==> config.mk <==
export PLATFORM = sky130hd
export DESIGN_NAME = adc_ram_half_averager
export DESIGN_NICKNAME = d
export VERILOG_FILES = /design/src/rtl/adc_ram_half_averager.sv
export SDC_FILE = /design/constraint.sdc
export NUM_CORES = 1
export LEC_CHECK = 0
export ABC_AREA = 1
export ABC_CLOCK_PERIOD_IN_PS = 2200
export CORE_ASPECT_RATIO = 1.2
export CORE_MARGIN = 5
export CORE_UTILIZATION = 47
export CTS_BUF_LIST = sky130_fd_sc_hd__clkbuf_2
export DETAILED_ROUTE_END_ITERATION = 12
export PLACE_DENSITY = 0.68
export SLEW_MARGIN = 20
export SYNTH_ARGS = -nofsm -noshare
export SYNTH_HDL_FRONTEND = slang
export SYNTH_SLANG_ARGS = --single-unit
==> constraint.sdc <==
create_clock -name i_clk -period 2.2 [get_ports i_clk]
set_input_delay 0.44 -clock i_clk [delete_from_list [all_inputs] [get_ports i_clk]]
set_output_delay 0.44 -clock i_clk [all_outputs]
set_load 0.05 [all_outputs]
==> src/rtl/adc_ram_half_averager.sv <==
// ---------------------------------------------------------------------------
// adc_ram_half_averager
// Consumer of the V/C ADC capture stage. It watches the ping-pong half flags
// of the shared V/C sample DPBRAM. When a half completes, the block reads
// every sample of that half through the second RAM port. It then produces
// one signed floor average for voltage and one for current.
//
// Optional build macro: ADC_AVG_MINMAX_EN adds per-block min/max outputs.
//
// Ports:
//   i_clk, i_rst        clock, asynchronous active-low reset
//   i_ram_1_flag        capture writing lower half (falling edge = lower done)
//   i_ram_2_flag        capture writing upper half (falling edge = upper done)
//   o_ram_addr, o_ram_en  DPBRAM read port address / enable
//   i_v_ram_data, i_c_ram_data  read data, RAM_RD_LATENCY cycles after enable
//   o_v_avg, o_c_avg    signed block averages (hold until next result)
//   o_avg_valid         one-cycle pulse with new averages
//   o_avg_half          half that produced the current averages
//   i_overrun_clr       clears o_overrun
//   o_overrun           sticky: a half completed while a read was busy
//   o_v_min/max, o_c_min/max  (ADC_AVG_MINMAX_EN only) block extrema
//   o_debug_state       FSM state
// ---------------------------------------------------------------------------
module adc_ram_half_averager #(
  parameter int RAM_DEPTH      = 2048,
  parameter int RAM_RD_LATENCY = 1,
  parameter int DATA_WIDTH     = 24
) (
  input  logic                  i_clk,
  input  logic                  i_rst,
  input  logic                  i_ram_1_flag,
  input  logic                  i_ram_2_flag,
  output logic [14:0]           o_ram_addr,
  output logic                  o_ram_en,
  input  logic [DATA_WIDTH-1:0] i_v_ram_data,
  input  logic [DATA_WIDTH-1:0] i_c_ram_data,
  output logic [DATA_WIDTH-1:0] o_v_avg,
  output logic [DATA_WIDTH-1:0] o_c_avg,
  output logic                  o_avg_valid,
  output logic                  o_avg_half,
  input  logic                  i_overrun_clr,
  output logic                  o_overrun,
`ifdef ADC_AVG_MINMAX_EN
  output logic [DATA_WIDTH-1:0] o_v_min,
  output logic [DATA_WIDTH-1:0] o_v_max,
  output logic [DATA_WIDTH-1:0] o_c_min,
  output logic [DATA_WIDTH-1:0] o_c_max,
`endif
  output logic [2:0]            o_debug_state
);

  localparam int HALF  = RAM_DEPTH / 2;
  localparam int HW    = $clog2(HALF);
  localparam int ACC_W = DATA_WIDTH + HW;
  localparam int L     = RAM_RD_LATENCY;

  localparam logic [HW-1:0] K_LAST = HW'(HALF - 1);
  localparam logic [1:0]    D_LAST = 2'(L - 1);

  localparam logic [2:0] S_IDLE  = 3'd0;
  localparam logic [2:0] S_READ  = 3'd1;
  localparam logic [2:0] S_DRAIN = 3'd2;
  localparam logic [2:0] S_DIV   = 3'd3;
  localparam logic [2:0] S_DONE  = 3'd4;

  logic [2:0]              state_q, state_d;
  logic                    flag1_q, flag2_q;
  logic [HW-1:0]           k_q, k_d;
  logic [1:0]              dcnt_q, dcnt_d;
  logic [14:0]             addr_q, addr_d;
  logic                    en_q, en_d;
  logic [L-1:0]            en_dly_q, en_dly_d;
  logic signed [ACC_W-1:0] v_acc_q, v_acc_d, c_acc_q, c_acc_d;
  logic                    half_q, half_d;
  logic [DATA_WIDTH-1:0]   v_avg_q, v_avg_d, c_avg_q, c_avg_d;
  logic                    avg_half_q, avg_half_d;
  logic                    valid_q, valid_d;
  logic                    ovr_q, ovr_d;

  logic                    fall1_s, fall2_s, req_s, ovr_set_s;
  logic signed [ACC_W-1:0] v_ext_s, c_ext_s, v_shr_s, c_shr_s;

`ifdef ADC_AVG_MINMAX_EN
  logic                         first_q, first_d;
  logic signed [DATA_WIDTH-1:0] v_min_t_q, v_min_t_d, v_max_t_q, v_max_t_d;
  logic signed [DATA_WIDTH-1:0] c_min_t_q, c_min_t_d, c_max_t_q, c_max_t_d;
  logic [DATA_WIDTH-1:0]        v_min_q, v_min_d, v_max_q, v_max_d;
  logic [DATA_WIDTH-1:0]        c_min_q, c_min_d, c_max_q, c_max_d;
  logic signed [DATA_WIDTH-1:0] v_smp_s, c_smp_s;

  assign v_smp_s = i_v_ram_data;
  assign c_smp_s = i_c_ram_data;
`endif

  // A falling flag means the capture stage has left that half, so it is full.
  assign fall1_s   = flag1_q & ~i_ram_1_flag;
  assign fall2_s   = flag2_q & ~i_ram_2_flag;
  assign req_s     = fall1_s | fall2_s;
  assign ovr_set_s = (req_s && (state_q != S_IDLE)) || (fall1_s && fall2_s);

  // Sign extension gives log2(N) guard bits, so N full-scale samples cannot overflow.
  assign v_ext_s = {{HW{i_v_ram_data[DATA_WIDTH-1]}}, i_v_ram_data};
  assign c_ext_s = {{HW{i_c_ram_data[DATA_WIDTH-1]}}, i_c_ram_data};
  assign v_shr_s = v_acc_q >>> HW;
  assign c_shr_s = c_acc_q >>> HW;

  // Next-state logic: FSM, read addressing, accumulation and result capture.
  always_comb begin
    state_d    = state_q;
    k_d        = k_q;
    dcnt_d     = dcnt_q;
    addr_d     = addr_q;
    en_d       = en_q;
    half_d     = half_q;
    v_avg_d    = v_avg_q;
    c_avg_d    = c_avg_q;
    avg_half_d = avg_half_q;
    valid_d    = 1'b0;
    // The enable shift register marks cycles where read data is valid.
    en_dly_d   = L'({en_dly_q, en_q});
    if (en_dly_q[L-1]) begin
      v_acc_d = v_acc_q + v_ext_s;
      c_acc_d = c_acc_q + c_ext_s;
    end else begin
      v_acc_d = v_acc_q;
      c_acc_d = c_acc_q;
    end
`ifdef ADC_AVG_MINMAX_EN
    first_d   = first_q;
    v_min_t_d = v_min_t_q;
    v_max_t_d = v_max_t_q;
    c_min_t_d = c_min_t_q;
    c_max_t_d = c_max_t_q;
    v_min_d   = v_min_q;
    v_max_d   = v_max_q;
    c_min_d   = c_min_q;
    c_max_d   = c_max_q;
    if (en_dly_q[L-1]) begin
      first_d   = 1'b0;
      v_min_t_d = (first_q || (v_smp_s < v_min_t_q)) ? v_smp_s : v_min_t_q;
      v_max_t_d = (first_q || (v_smp_s > v_max_t_q)) ? v_smp_s : v_max_t_q;
      c_min_t_d = (first_q || (c_smp_s < c_min_t_q)) ? c_smp_s : c_min_t_q;
      c_max_t_d = (first_q || (c_smp_s > c_max_t_q)) ? c_smp_s : c_max_t_q;
    end else begin
      first_d = first_q;
    end
`endif

    case (state_q)
      S_IDLE: begin
        en_d = 1'b0;
        if (req_s) begin
          // Lower half wins if both edges arrive together.
          half_d  = ~fall1_s;
          addr_d  = fall1_s ? 15'd0 : 15'(HALF);
          en_d    = 1'b1;
          k_d     = '0;
          v_acc_d = '0;
          c_acc_d = '0;
`ifdef ADC_AVG_MINMAX_EN
          first_d = 1'b1;
`endif
          state_d = S_READ;
        end else begin
          state_d = S_IDLE;
        end
      end
      S_READ: begin
        if (k_q == K_LAST) begin
          en_d    = 1'b0;
          dcnt_d  = 2'd0;
          state_d = S_DRAIN;
        end else begin
          k_d    = k_q + 1'b1;
          addr_d = addr_q + 15'd1;
        end
      end
      S_DRAIN: begin
        if (dcnt_q == D_LAST) begin
          state_d = S_DIV;
        end else begin
          dcnt_d = dcnt_q + 2'd1;
        end
      end
      S_DIV: begin
        v_avg_d    = v_shr_s[DATA_WIDTH-1:0];
        c_avg_d    = c_shr_s[DATA_WIDTH-1:0];
        avg_half_d = half_q;
        valid_d    = 1'b1;
`ifdef ADC_AVG_MINMAX_EN
        v_min_d = v_min_t_q;
        v_max_d = v_max_t_q;
        c_min_d = c_min_t_q;
        c_max_d = c_max_t_q;
`endif
        state_d = S_DONE;
      end
      S_DONE: begin
        state_d = S_IDLE;
      end
      default: begin
        en_d    = 1'b0;
        state_d = S_IDLE;
      end
    endcase

    // A set in the same cycle as a clear takes priority.
    if (ovr_set_s) begin
      ovr_d = 1'b1;
    end else if (i_overrun_clr) begin
      ovr_d = 1'b0;
    end else begin
      ovr_d = ovr_q;
    end
  end

  // State registers; the flag history resets to "lower half active".
  always_ff @(posedge i_clk or negedge i_rst) begin
    if (!i_rst) begin
      state_q    <= S_IDLE;
      flag1_q    <= 1'b1;
      flag2_q    <= 1'b0;
      k_q        <= '0;
      dcnt_q     <= 2'd0;
      addr_q     <= 15'd0;
      en_q       <= 1'b0;
      en_dly_q   <= '0;
      v_acc_q    <= '0;
      c_acc_q    <= '0;
      half_q     <= 1'b0;
      v_avg_q    <= '0;
      c_avg_q    <= '0;
      avg_half_q <= 1'b0;
      valid_q    <= 1'b0;
      ovr_q      <= 1'b0;
    end else begin
      state_q    <= state_d;
      flag1_q    <= i_ram_1_flag;
      flag2_q    <= i_ram_2_flag;
      k_q        <= k_d;
      dcnt_q     <= dcnt_d;
      addr_q     <= addr_d;
      en_q       <= en_d;
      en_dly_q   <= en_dly_d;
      v_acc_q    <= v_acc_d;
      c_acc_q    <= c_acc_d;
      half_q     <= half_d;
      v_avg_q    <= v_avg_d;
      c_avg_q    <= c_avg_d;
      avg_half_q <= avg_half_d;
      valid_q    <= valid_d;
      ovr_q      <= ovr_d;
    end
  end

`ifdef ADC_AVG_MINMAX_EN
  // Running extrema and their published copies.
  always_ff @(posedge i_clk or negedge i_rst) begin
    if (!i_rst) begin
      first_q   <= 1'b0;
      v_min_t_q <= '0;
      v_max_t_q <= '0;
      c_min_t_q <= '0;
      c_max_t_q <= '0;
      v_min_q   <= '0;
      v_max_q   <= '0;
      c_min_q   <= '0;
      c_max_q   <= '0;
    end else begin
      first_q   <= first_d;
      v_min_t_q <= v_min_t_d;
      v_max_t_q <= v_max_t_d;
      c_min_t_q <= c_min_t_d;
      c_max_t_q <= c_max_t_d;
      v_min_q   <= v_min_d;
      v_max_q   <= v_max_d;
      c_min_q   <= c_min_d;
      c_max_q   <= c_max_d;
    end
  end

  assign o_v_min = v_min_q;
  assign o_v_max = v_max_q;
  assign o_c_min = c_min_q;
  assign o_c_max = c_max_q;
`endif

  assign o_ram_addr    = addr_q;
  assign o_ram_en      = en_q;
  assign o_v_avg       = v_avg_q;
  assign o_c_avg       = c_avg_q;
  assign o_avg_valid   = valid_q;
  assign o_avg_half    = avg_half_q;
  assign o_overrun     = ovr_q;
  assign o_debug_state = state_q;

endmodule

==> impl_metrics.json <==
{
  "htreeDepth": 4,
  "clock_skew_ns": 0.03637,
  "crit_path_max_fanout": 5,
  "yosysWarnings": 0,
  "place_hpwl_um": 26420,
  "slowest_stage": "dfrtp_1",
  "via_count": 11580,
  "synth-main-ff-cell": "dfrtp_1",
  "seq_area_frac_synth_pct": 34.35,
  "finalCriticalPeriod_ns": 2.151,
  "synth_cell_types": 44,
  "io_buffers": 122,
  "irDropWorstVdd_mv": 1.264,
  "synth_adder_area_share_pct": 8.050,
  "clk_pin_slew_ns": 0.27,
  "syn_inst": 1683,
  "design_area_um2": 14630,
  "syn_area_um2": 11220,
  "hold_viol_final": 0,
  "clk_latency_ns": 0.79,
  "hold_class": "in -> reg",
  "ys_seq_elements": 154,
  "async_reset_ff_share_pct": 100.0,
  "routed_wirelength_um": 34590,
  "start_util_pct": 47.27,
  "dieHeight_um": 179.3,
  "setup_violations": 0,
  "antenna_found_initial": 2,
  "area_growth_pct": 30.35,
  "path_cells": "ha_2 -> inv_2 -> fa_2 -> inv_2 -> nand2_2 -> o21ai_4 -> nand2_2 -> buf_4 -> buf_4 -> nand3_1 -> nand3_1 -> o211ai_1 -> inv_1",
  "cts-root-buf": "clkbuf_2",
  "grt_start_max_net_pins": 76,
  "crit_path_start_kind": "register",
  "dieArea_um2": 27080,
  "synth_mux_area_share_pct": 0,
  "core_area_um2": 23740,
  "synthSimpleGateAreaFrac_pct": 28.81,
  "synth-compound-area-share_pct": 14.04,
  "synth_top_family_by_area": "simple AND/OR/NAND/NOR gates",
  "grt_first_pass_wirelength_um": 56350,
  "drt-pass1-iter-count": 7,
  "crit_arrival_ns": 2.86,
  "p_leak_nw": 7.905,
  "ant_nets": 0,
  "nets": 2112,
  "grt_pass1_vias": 11370,
  "cts_buffers": 17,
  "overflow": 0,
  "slew_headroom_pct": 50.99,
  "crit_required_ns": 2.91,
  "final_layout_size_suffix_gt1_share_pct": 20.94,
  "drc": 0,
  "outcome": "finished, final reports clean",
  "vias_per_cell": 4.984,
  "gp_congestion": 0.9382,
  "mostFrequentLayoutCells": "nand2_1, inv_1, buf_4",
  "drv_cap": 0,
  "period_share_pct": 97.79,
  "placed_area_um2": 14170,
  "synth_xor_area_share_pct": 2.263,
  "rows": 62,
  "wire_per_inst_um": 14.88,
  "path_class": "reg -> reg",
  "worst_slew_pin_slew_ns": 0.7352,
  "dp_cells": 2275,
  "path_buf_inv": 5,
  "rsz0062_at_grt": "yes",
  "initialDrtViolationCount": 605,
  "fp.dieW_um": 151.1,
  "n_fill_cell": 2353,
  "grt_use_total_pct": 26.31,
  "slew_viol_final": 0,
  "path_delay_family": "adder cells",
  "clk_path_buf_depth": 2,
  "power_density_nw_per_um2": 1532,
  "cts_tree": "yes",
  "synth_edf_count": 0,
  "layoutNonFillerInstCount": 2324,
  "ioPinCount": 123,
  "critPathCaptureType": "register",
  "cts.sinks": 154,
  "slowest_delay_ns": 0.42,
  "final_common_cell": "nand2_1",
  "syn_avg_cell_area_um2": 6.668,
  "synth_fp_nets": 1807,
  "fmax_mhz": 464.8
}
==> power by group <==
| group | internal [mW] | leakage, nW | switching [mW] |
|---|---|---|---|
| Combinational | 6.10 | 5.85 | 9.74 |
| Sequential | 4.06 | 1.92 | 0.854 |
| Clock | 0.450 | 0.135 | 1.21 |
| Total | 10.6 | 7.91 | 11.8 |
==> routing by layer <==
| metal | vias to the layer above | GRT usage [%] | share of wire, % |
|---|---|---|---|
| met3 | 61 | 4.855 | 4.9 |
| met4 | 0 | 7.785 | 2.4 |
| met5 | - | 0 | 0 |
| li1 | 5952 | - | - |
| met2 | 252 | 44.76 | 48 |
| met1 | 5318 | 34.05 | 45 |
==> through the flow <==
stage | util (%) | total power [mW] | worst slack [ns] | setup TNS, ns | hold WS (ns)
final | 61.62 | 22.41 | 0.04856 | 0 | 0.1091
after floorplan | - | 14.41 | 0.1444 | 0 | 0.1444
after global placement | 59.68 | 20.21 | -0.5246 | -19.33 | 0.3948
after detailed placement | 59.68 | 20.39 | -0.5980 | -21.97 | 0.3890
after CTS | 60.95 | 21.98 | 0.0008834 | 0 | 0.006993
after global routing | 61.62 | 24.54 | -0.1056 | -0.9836 | 0.05162
==> worst reg2reg max path, stage by stage (launching register included) <==
cell	delay (ns)
dfrtp_1	0.42
ha_2	0.19
inv_2	0.04
fa_2	0.37
inv_2	0.08
nand2_2	0.07
o21ai_4	0.20
nand2_2	0.11
buf_4	0.14
buf_4	0.12
nand3_1	0.07
nand3_1	0.10
o211ai_1	0.11
inv_1	0.06
==> cell usage after synthesis (8+ instances only) <==
cell type	count	area [µm²]
nand2_1	464	1742
inv_1	317	1190
dfrtp_1	153	3829
a21oi_1	128	640.6
nor2_1	123	461.7
o21ai_0	113	565.5
nand3_1	108	540.5
ha_1	69	863.3
nor3_1	35	175.2
xor2_1	24	210.2
nand4_1	21	131.4
clkbuf_1	15	56.30
o21ai_1	15	75.07
buf_2	14	70.07
o211ai_1	12	90.09
inv_2	9	33.78
o21bai_1	8	60.06
==> worst paths after layout <==
path,from,to,slack (ns),cells past startpoint
max,c_acc_q[0],c_acc_q[8],0.05,13
min,i_ram_2_flag,flag2_q,0.11,1
max reg2reg,c_acc_q[0],c_acc_q[8],0.05,13
min reg2reg,o_ram_en,en_dly_q,0.45,0
max in group asynchronous,i_rst,c_acc_q[25],1.39,3
min in group asynchronous,i_rst,c_acc_q[1],0.12,2
==> state kept, by name, indices dropped and copies added (netlist names) <==
register / cells
c_acc_q: 34
dcnt_q: 2
en_dly_q: 1
flag1_q: 1
flag2_q: 1
half_q: 1
k_q: 10
o_avg_half: 1
o_avg_valid: 1
o_c_avg: 24
o_debug_state: 3
o_overrun: 1
o_ram_addr: 15
o_ram_en: 1
o_v_avg: 24
v_acc_q: 34
==> what timing repair did <==
item | 4_1_cts | 5_1_grt
hold buffers | 1 | 1
setup buffers | 4 | 9
endpoints found under the setup margin | 81 | 94
endpoints found under the hold margin | 136 | 1
pin swaps | 5 | 35
resized for setup | 162 | 167
==> logic make-up after synthesis <==
logic type	after synthesis
xor gates and xnor gates	29
and+or+nand+nor	773
AOI/OAI and AO/OA	293
DFF	154
buffers and inverters	363
adders and majority gates	71
==> area by class of cell <==
class | instances | area (µm²) | area share [%]
multi-input combinational | 1166 | 6270 | 42.86
inverter | 328 | 1234 | 8.434
clock inverter | 13 | 133.9 | 0.9152
clock buffer | 19 | 95.09 | 0.6501
sequential | 154 | 3862 | 26.40
antenna | 3 | 7.507 | 0.05132
tap | 320 | 400.4 | 2.737
timing repair buffer | 321 | 2625 | 17.95
No activity file was read; power rests on OpenSTA's default activity.
